--- src/rtl/adc_sample_sequencer_if.sv ---
// adc_sample_sequencer_if: ADC conversion handshake bundle
// adc_req  request from sequencer, held until adc_rdy is seen high
// adc_rst  active-high ADC reset pulse from sequencer
// adc_rdy  4-phase acknowledge from ADC
// adc_dat  ADC sample, valid while adc_rdy is high
// master = sequencer side, slave = ADC side
interface adc_sample_sequencer_if;
  logic       adc_req;
  logic       adc_rst;
  logic       adc_rdy;
  logic [7:0] adc_dat;
  modport master (output adc_req, output adc_rst, input adc_rdy, input adc_dat);
  modport slave (input adc_req, input adc_rst, output adc_rdy, output adc_dat);
endinterface

--- src/rtl/adc_sample_sequencer.sv ---
// adc_sample_sequencer: periodic ADC sampler with 4-phase handshake and timestamps
// clk, reset   clock and asynchronous active-high reset
// i_start      one-cycle pulse that begins a capture run (ignored while busy)
// i_stop       one-cycle pulse that ends a capture run
// i_divisor    sample period in clk cycles, latched on accepted start (0 acts as 1)
// adc          handshake interface, master side
// o_smp_valid  one-cycle strobe for o_smp_data/o_smp_time
// o_smp_data   last captured sample
// o_smp_time   timestamp of last captured sample
// o_busy       high whenever not idle
// o_overrun    sticky: a sample tick arrived during a handshake and was dropped
// o_err        sticky: ADC handshake timeout
// Optional macro ADC_SAMPLE_SEQUENCER_TIMEOUT_EN adds the request watchdog;
// without it REQ waits forever and o_err is tied low.
module adc_sample_sequencer #(
  parameter int RST_CYCLES     = 4,
  parameter int TIMEOUT_CYCLES = 64
) (
  input  logic                          clk,
  input  logic                          reset,
  input  logic                          i_start,
  input  logic                          i_stop,
  input  logic [15:0]                   i_divisor,
  adc_sample_sequencer_if.master        adc,
  output logic                          o_smp_valid,
  output logic [7:0]                    o_smp_data,
  output logic [31:0]                   o_smp_time,
  output logic                          o_busy,
  output logic                          o_overrun,
  output logic                          o_err
);
  if (RST_CYCLES < 1 || RST_CYCLES > 255 || TIMEOUT_CYCLES < 1) begin : g_bad_cfg
    $error("adc_sample_sequencer: parameter out of range");
  end
  typedef enum logic [2:0] {IDLE, ADC_RST, WAIT_TICK, REQ, WAIT_LOW} state_t;
  state_t      r_state;
  logic [15:0] r_period;
  logic [15:0] r_tick_cnt;
  logic [7:0]  r_rst_cnt;
  logic [31:0] r_ts;
  logic [31:0] r_time;
  logic [7:0]  r_data;
  logic        r_req;
  logic        r_rst;
  logic        r_armed;
  logic        r_stop_pend;
  logic        r_valid;
  logic        r_overrun;
  logic        w_run;
  logic        w_tick;
  logic        w_ack;
  logic        w_timeout;
  logic        w_accept;
  assign w_run    = r_state inside {WAIT_TICK, REQ, WAIT_LOW};
  assign w_tick   = w_run && r_tick_cnt == 16'd1;
  // a capture needs adc_rdy to have been seen low since the request rose
  assign w_ack    = r_state == REQ && adc.adc_rdy && r_armed;
  assign w_accept = r_state == IDLE && i_start && !i_stop;
`ifdef ADC_SAMPLE_SEQUENCER_TIMEOUT_EN
  localparam int TW = $clog2(TIMEOUT_CYCLES + 1);
  logic [TW-1:0] r_to_cnt;
  logic          r_err;
  assign w_timeout = r_state == REQ && !w_ack && r_to_cnt == TW'(TIMEOUT_CYCLES - 1);
  assign o_err     = r_err;
  // REQ is always entered from WAIT_TICK, so the counter is back at 0 on entry
  always_ff @(posedge clk or posedge reset)
    if (reset) begin
      r_to_cnt <= '0;
      r_err    <= 1'b0;
    end else begin
      r_to_cnt <= r_state == REQ ? r_to_cnt + 1'b1 : '0;
      r_err    <= w_accept ? 1'b0 : r_err | w_timeout;
    end
`else
  assign w_timeout = 1'b0;
  assign o_err     = 1'b0;
`endif
  always_ff @(posedge clk or posedge reset)
    if (reset) begin
      r_state     <= IDLE;
      r_period    <= '0;
      r_tick_cnt  <= '0;
      r_rst_cnt   <= '0;
      r_ts        <= '0;
      r_time      <= '0;
      r_data      <= '0;
      r_req       <= 1'b0;
      r_rst       <= 1'b0;
      r_armed     <= 1'b0;
      r_stop_pend <= 1'b0;
      r_valid     <= 1'b0;
      r_overrun   <= 1'b0;
    end else begin
      r_valid <= 1'b0;
      if (r_state != IDLE) r_ts <= r_ts + 32'd1;
      if (w_run) r_tick_cnt <= w_tick ? r_period : r_tick_cnt - 16'd1;
      if (w_tick && r_state != WAIT_TICK) r_overrun <= 1'b1;
      case (r_state)
        IDLE: if (w_accept) begin
          r_state     <= ADC_RST;
          r_rst       <= 1'b1;
          r_rst_cnt   <= 8'(RST_CYCLES - 1);
          r_period    <= i_divisor == 16'd0 ? 16'd1 : i_divisor;
          r_ts        <= '0;
          r_overrun   <= 1'b0;
          r_stop_pend <= 1'b0;
        end
        ADC_RST: if (i_stop) begin
          r_state <= IDLE;
          r_rst   <= 1'b0;
        end else if (r_rst_cnt == 8'd0) begin
          r_state    <= WAIT_TICK;
          r_rst      <= 1'b0;
          r_tick_cnt <= r_period;
        end else r_rst_cnt <= r_rst_cnt - 8'd1;
        WAIT_TICK: if (i_stop) r_state <= IDLE;
        else if (w_tick) begin
          r_state <= REQ;
          r_req   <= 1'b1;
          r_armed <= !adc.adc_rdy;
        end
        REQ: begin
          if (i_stop) r_stop_pend <= 1'b1;
          if (!adc.adc_rdy) r_armed <= 1'b1;
          if (w_ack) begin
            r_state <= WAIT_LOW;
            r_req   <= 1'b0;
            r_data  <= adc.adc_dat;
            r_time  <= r_ts;
            r_valid <= 1'b1;
          end else if (w_timeout) begin
            r_req     <= 1'b0;
            r_state   <= r_stop_pend || i_stop ? IDLE : ADC_RST;
            r_rst     <= !(r_stop_pend || i_stop);
            r_rst_cnt <= 8'(RST_CYCLES - 1);
          end
        end
        WAIT_LOW: begin
          if (i_stop) r_stop_pend <= 1'b1;
          if (!adc.adc_rdy) r_state <= r_stop_pend || i_stop ? IDLE : WAIT_TICK;
        end
        default: r_state <= IDLE;
      endcase
    end
  assign adc.adc_req = r_req;
  assign adc.adc_rst = r_rst;
  assign o_smp_valid = r_valid;
  assign o_smp_data  = r_data;
  assign o_smp_time  = r_time;
  assign o_busy      = r_state != IDLE;
  assign o_overrun   = r_overrun;
endmodule
--- src/flat_wrapper.sv ---
// flat-port wrapper written by rule: the top's interface ports become plain ports
module adc_sample_sequencer_flat 
#(
  parameter int RST_CYCLES     = 4,
  parameter int TIMEOUT_CYCLES = 64
)
  (clk, reset, i_start, i_stop, i_divisor, o_smp_valid, o_smp_data, o_smp_time, o_busy, o_overrun, o_err, adc_adc_req, adc_adc_rst, adc_adc_rdy, adc_adc_dat);
  adc_sample_sequencer_if adc_i ();
  input  logic clk;
  input  logic reset;
  input  logic i_start;
  input  logic i_stop;
  input  logic [15:0] i_divisor;
  output logic o_smp_valid;
  output logic [7:0] o_smp_data;
  output logic [31:0] o_smp_time;
  output logic o_busy;
  output logic o_overrun;
  output logic o_err;
  output wire logic [$bits(adc_i.adc_req)-1:0] adc_adc_req;
  output wire logic [$bits(adc_i.adc_rst)-1:0] adc_adc_rst;
  input wire logic [$bits(adc_i.adc_rdy)-1:0] adc_adc_rdy;
  input wire logic [$bits(adc_i.adc_dat)-1:0] adc_adc_dat;
  assign adc_adc_req = adc_i.adc_req;
  assign adc_adc_rst = adc_i.adc_rst;
  assign adc_i.adc_rdy = adc_adc_rdy;
  assign adc_i.adc_dat = adc_adc_dat;
  adc_sample_sequencer #(.RST_CYCLES(RST_CYCLES), .TIMEOUT_CYCLES(TIMEOUT_CYCLES)) u_core (.clk(clk), .reset(reset), .i_start(i_start), .i_stop(i_stop), .i_divisor(i_divisor), .adc(adc_i), .o_smp_valid(o_smp_valid), .o_smp_data(o_smp_data), .o_smp_time(o_smp_time), .o_busy(o_busy), .o_overrun(o_overrun), .o_err(o_err));
endmodule
--- config.mk ---
export PLATFORM = sky130hd
export DESIGN_NAME = adc_sample_sequencer_flat
export DESIGN_NICKNAME = d
export VERILOG_FILES = /design/src/rtl/adc_sample_sequencer_if.sv /design/src/rtl/adc_sample_sequencer.sv /design/src/flat_wrapper.sv
export SDC_FILE = /design/constraint.sdc
export NUM_CORES = 1
export LEC_CHECK = 0
export BUFFER_PORTS_ARGS = -buffer_cell sky130_fd_sc_hd__buf_2
export CORE_MARGIN = 1.5
export CORE_UTILIZATION = 50
export DETAILED_ROUTE_END_ITERATION = 16
export PLACE_DENSITY = 0.71
export SLEW_MARGIN = 20
export SYNTH_ARGS = -nofsm -noshare
export SYNTH_HDL_FRONTEND = slang
export SYNTH_SLANG_ARGS = --single-unit
--- constraint.sdc ---
create_clock -name clk -period 5.4 [get_ports clk]
set_input_delay 0.27 -clock clk [delete_from_list [all_inputs] [get_ports clk]]
set_output_delay 0.27 -clock clk [all_outputs]
set_load 0.05 [all_outputs]
==> metrics.txt <==
# TYPE chip_impl_metric gauge
chip_impl_info{name="outcome",value="complete, no violations"} 1
chip_impl_metric{name="final_max_slew_viol_count",unit=""} 0
chip_impl_metric{name="route.final.wire_length",unit="µm"} 12800
chip_impl_metric{name="post_drt_wl_per_cell",unit="µm"} 16.4
chip_impl_metric{name="synth-simple-area-share",unit="%"} 19.2
chip_impl_metric{name="synth_nets",unit=""} 561
chip_impl_metric{name="async_sr_flop_fraction",unit="%"} 100
chip_impl_metric{name="drt_first_iter_violations",unit=""} 274
chip_impl_metric{name="critical_path.max_stage_delay",unit="ps"} 660
chip_impl_metric{name="final_cell_area",unit="µm²"} 6890
chip_impl_info{name="rsz_0062_raised_after_global_routing",value="no"} 1
chip_impl_metric{name="antenna_violating_nets_left",unit=""} 0
chip_impl_metric{name="layout-drive-gt1-share",unit="%"} 26.2
chip_impl_metric{name="timing.fmax",unit="MHz"} 383
chip_impl_metric{name="syn2layout_area_growth",unit="%"} 23.3
chip_impl_metric{name="cts.clk_slew.worst_paths",unit="ps"} 50
chip_impl_metric{name="die_outline_area",unit="µm²"} 11800
chip_impl_metric{name="synth_warnings",unit=""} 0
chip_impl_metric{name="routed-wl-met2",unit="µm"} 6570
chip_impl_metric{name="place.port_buffers",unit=""} 73
chip_impl_metric{name="gp_congestion",unit=""} 0.855
chip_impl_metric{name="drv.max_cap_violation_count",unit=""} 0
chip_impl_metric{name="worstPathMaxFanout",unit=""} 17
chip_impl_metric{name="clock_latency",unit="ps"} 520
chip_impl_metric{name="layout.area.seq",unit="µm²"} 3030
chip_impl_metric{name="report.final.setup_viol",unit=""} 0
chip_impl_metric{name="dr_total_vias",unit=""} 4403
chip_impl_metric{name="adder_and_majority_cell_fraction_of_the_synthesized_area",unit="%"} 0.896
chip_impl_metric{name="die_h",unit="µm"} 109
chip_impl_metric{name="post-cts-setup-buffers",unit=""} 0
chip_impl_info{name="cts_tree",value="built"} 1
chip_impl_metric{name="synthDominantCellAreaShare",unit="%"} 54.2
chip_impl_metric{name="post-route-period-util",unit="%"} 48.3
chip_impl_metric{name="synth_xor_area_share",unit="%"} 2.35
chip_impl_metric{name="grt_pass1_vias",unit=""} 4370
chip_impl_metric{name="postLayoutSetupSlackWorst",unit="ps"} 2790
chip_impl_metric{name="irDropWorstVdd",unit="mV"} 0.218
chip_impl_metric{name="synth.cell_area",unit="µm²"} 5590
chip_impl_metric{name="finalNetCount",unit=""} 658
chip_impl_metric{name="floorplan.rows",unit=""} 38
chip_impl_info{name="setup.worst_path.class",value="flop to flop"} 1
chip_impl_metric{name="postPlaceCellArea",unit="µm²"} 6060
chip_impl_info{name="main_area_contributors_after_synthesis",value="dfrtp_1 54%, mux2_2 8.1%, nand2_1 6.0%"} 1
chip_impl_info{name="setup.worst_path.start_class",value="flop"} 1
chip_impl_metric{name="total_power",unit="W"} 0.00331
chip_impl_metric{name="netlist_instances",unit=""} 528
chip_impl_metric{name="gr-usage-all-layers",unit="%"} 22.9
chip_impl_metric{name="fin_setup_tns",unit="ps"} 0
chip_impl_metric{name="io-pin-count",unit=""} 75
chip_impl_metric{name="synth-edff-count",unit=""} 0
chip_impl_info{name="critical_path.endpoint_type",value="flop"} 1
chip_impl_metric{name="final-hold-violation-count",unit=""} 0
chip_impl_metric{name="clock_tree.buffer_depth",unit=""} 2
chip_impl_metric{name="post-place-ws",unit="ps"} 2810
chip_impl_metric{name="power.density",unit="nW/µm²"} 481
chip_impl_metric{name="ctsResizeCount",unit=""} 0
chip_impl_metric{name="synth.yosys.seq_area_share",unit="%"} 54.2
chip_impl_metric{name="ys_seq_elements",unit=""} 121
chip_impl_metric{name="antenna_found_initial",unit=""} 0
chip_impl_metric{name="synth_compound_area_share",unit="%"} 11.2
chip_impl_metric{name="worst_reg_to_reg_cells",unit=""} 6
chip_impl_metric{name="cts.htree.levels",unit=""} 4
chip_impl_metric{name="critPathArrivalTime",unit="ps"} 3040
chip_impl_info{name="clockRootBuffer",value="clkbuf_8"} 1
chip_impl_metric{name="floorplan.initialDensity",unit="%"} 51.3
chip_impl_metric{name="globalRouteOverflowTotal",unit=""} 0
chip_impl_metric{name="hold_depth",unit=""} 2
chip_impl_metric{name="synth.lib_cells_used.distinct",unit=""} 58
chip_impl_metric{name="max_slew.worst_pin.slew",unit="ps"} 882
chip_impl_metric{name="crit_required",unit="ps"} 5830
chip_impl_metric{name="dp_hpwl",unit="µm"} 7940
chip_impl_metric{name="area_taken_by_multi_input_logic_gates",unit="µm²"} 2420
chip_impl_metric{name="drc",unit=""} 0
chip_impl_metric{name="worst_clock_skew",unit="ps"} 10.3
chip_impl_metric{name="wire_length_of_the_first_global_routing_pass",unit="µm"} 20800
chip_impl_metric{name="leakage_power_of_the_design",unit="nW"} 3.22
chip_impl_info{name="maxUsedRoutingLayer",value="met4"} 1
chip_impl_metric{name="grt_start_max_net_pins",unit=""} 73
chip_impl_metric{name="drtPass1Iterations",unit=""} 5
chip_impl_metric{name="syn-mean-instance-area",unit="µm²"} 10.6
chip_impl_metric{name="met3_wirelength",unit="µm"} 468
chip_impl_info{name="synth_top_family_by_area",value="simple AND/OR/NAND/NOR gates"} 1
chip_impl_metric{name="via_per_inst",unit=""} 5.65
chip_impl_metric{name="cts_made_buffers",unit=""} 17
chip_impl_info{name="hold_path_class",value="input port to flop"} 1
chip_impl_metric{name="route.layer.met1.wl",unit="µm"} 5500
chip_impl_info{name="critPathSlowestCell",value="dfrtp_1"} 1
chip_impl_metric{name="cts_sinks",unit=""} 121
chip_impl_metric{name="n_fill_cell",unit=""} 854
chip_impl_metric{name="slew_headroom",unit="%"} 41.2
chip_impl_info{name="crit_path_cell_trace",value="nor3_2 > inv_2 > and4_1 > nand3_1 > or4_1 > a21oi_1"} 1
chip_impl_metric{name="synth.mux.area_fraction",unit="%"} 9.34
chip_impl_metric{name="min_period",unit="ps"} 2610
chip_impl_info{name="ys_dominant_reg_cell",value="dfrtp_1"} 1
chip_impl_info{name="post-synth-top-area-cell",value="dfrtp_1"} 1
chip_impl_metric{name="chipWidth",unit="µm"} 109
chip_impl_metric{name="core_area",unit="µm²"} 10900
==> cell usage in the layout, fill, tap and decap left out, types with 3 or more instances in the layout <==
master           n
nand2_1         90
inv_1           13
clkbuf_8         4
o31ai_1         16
mux2i_1          6
o311ai_0         3
or4_1            5
xnor2_1          5
ha_1             4
nand4_1         14
a21o_1           4
a21oi_1          8
or3_1            3
nand2b_1         6
clkinvlp_4       4
nor3_1           8
nor2_1          29
xor2_1          10
clkbuf_16       16
nand3_1         28
mux2_2          40
o211ai_1        16
o21ai_0         19
dlygate4sd3_1   23
nor4_1           7
clkinv_2         5
buf_2           73
o21ai_1          7
dfrtp_1        121
and3_1           4
==> sequential cells by signal, summed over array words and instances (netlist names) <==
signal              flops
u_core.adc.adc_req      1
u_core.adc.adc_rst      1
u_core.o_overrun        1
u_core.o_smp_data       8
u_core.o_smp_time      32
u_core.o_smp_valid      1
u_core.r_armed          1
u_core.r_period        16
u_core.r_rst_cnt        8
u_core.r_state          3
u_core.r_stop_pend      1
u_core.r_tick_cnt      16
u_core.r_ts            32
==> area by class of cell <==
cell class	instances	area share, %
timing repair buffer	99	9.08
tap	140	2.54
sequential	121	44.0
clock inverter	12	1.80
inverter	15	0.854
multi-input combinational	371	35.1
clock buffer	20	6.61
antenna	1	0.0363
==> per-layer routing <==
layer	global-route usage, %	up-vias
li1	-	2106
met1	29.0	2179
met2	37.2	99
met3	5.80	19
met4	10.2	0
met5	0	-
==> final timing paths <==
| kind | from | slack, ps | to |
|---|---|---|---|
| max | u_core.r_state[0] | 2790 | u_core.r_ts[31] |
| min | adc_adc_rdy | 40 | u_core.r_state[2] |
| max reg2reg | u_core.r_state[0] | 2790 | u_core.r_ts[31] |
| min reg2reg | u_core.r_period[11] | 470 | u_core.r_period[11] |
| max in group asynchronous | reset | 3750 | u_core.o_smp_time[28] |
| min in group asynchronous | reset | 500 | u_core.adc.adc_req |
==> cell usage after synthesis, drive strengths merged (2+ instances only) <==
cell type	instances
a21o	4
a21oi	8
a22o	2
a32oi	2
and3	4
and4	2
buf	10
clkbuf	11
dfrtp	121
ha	4
inv	15
mux2	41
mux2i	6
nand2	90
nand2b	6
nand3	28
nand4	14
nand4b	2
nor2	32
nor3	10
nor3b	3
nor4	8
nor4b	2
o211ai	16
o21ai	27
o311ai	3
o31ai	16
or2	2
or3	4
or4	5
xnor2	5
xor2	10
==> critical path, delay by kind of cell (launching register included) <==
kind	cells	cell delay (ps)
flops	1	660
compound gates	1	190
buf+inv	1	160
simple gates	4	1500
==> power by group <==
group / internal, W / switching [W]
Combinational: 0.000303 / 0.000598
Sequential: 0.00113 / 0.000202
Clock: 0.000688 / 0.000393
Total: 0.00212 / 0.00119
==> cells by family after synthesis <==
kind of cell	after synthesis
other	1
buffers and inverters	36
and+or+nand+nor	216
adders and majority gates	4
AOI/OAI and AO/OA	88
xor gates and xnor gates	15
muxes	47
DFF	121
==> timing repair <==
item	4_1_cts	5_1_grt
endpoints found under the setup margin	0	0
hold buffers	23	0
endpoints found under the hold margin	93	0
==> through the flow <==
step / utilization [%] / std cells / hold WS (ps)
3_5_place_dp: 55.6 / 722 / 469
6_report: 63.3 / 779 / 35.7
3_3_place_gp: 55.6 / 722 / 460
2_1_floorplan: - / 528 / 375
5_1_grt: 63.2 / 778 / 29.4
4_1_cts: 63.1 / 777 / 17.3
No activity file was read; power rests on OpenSTA's default activity.
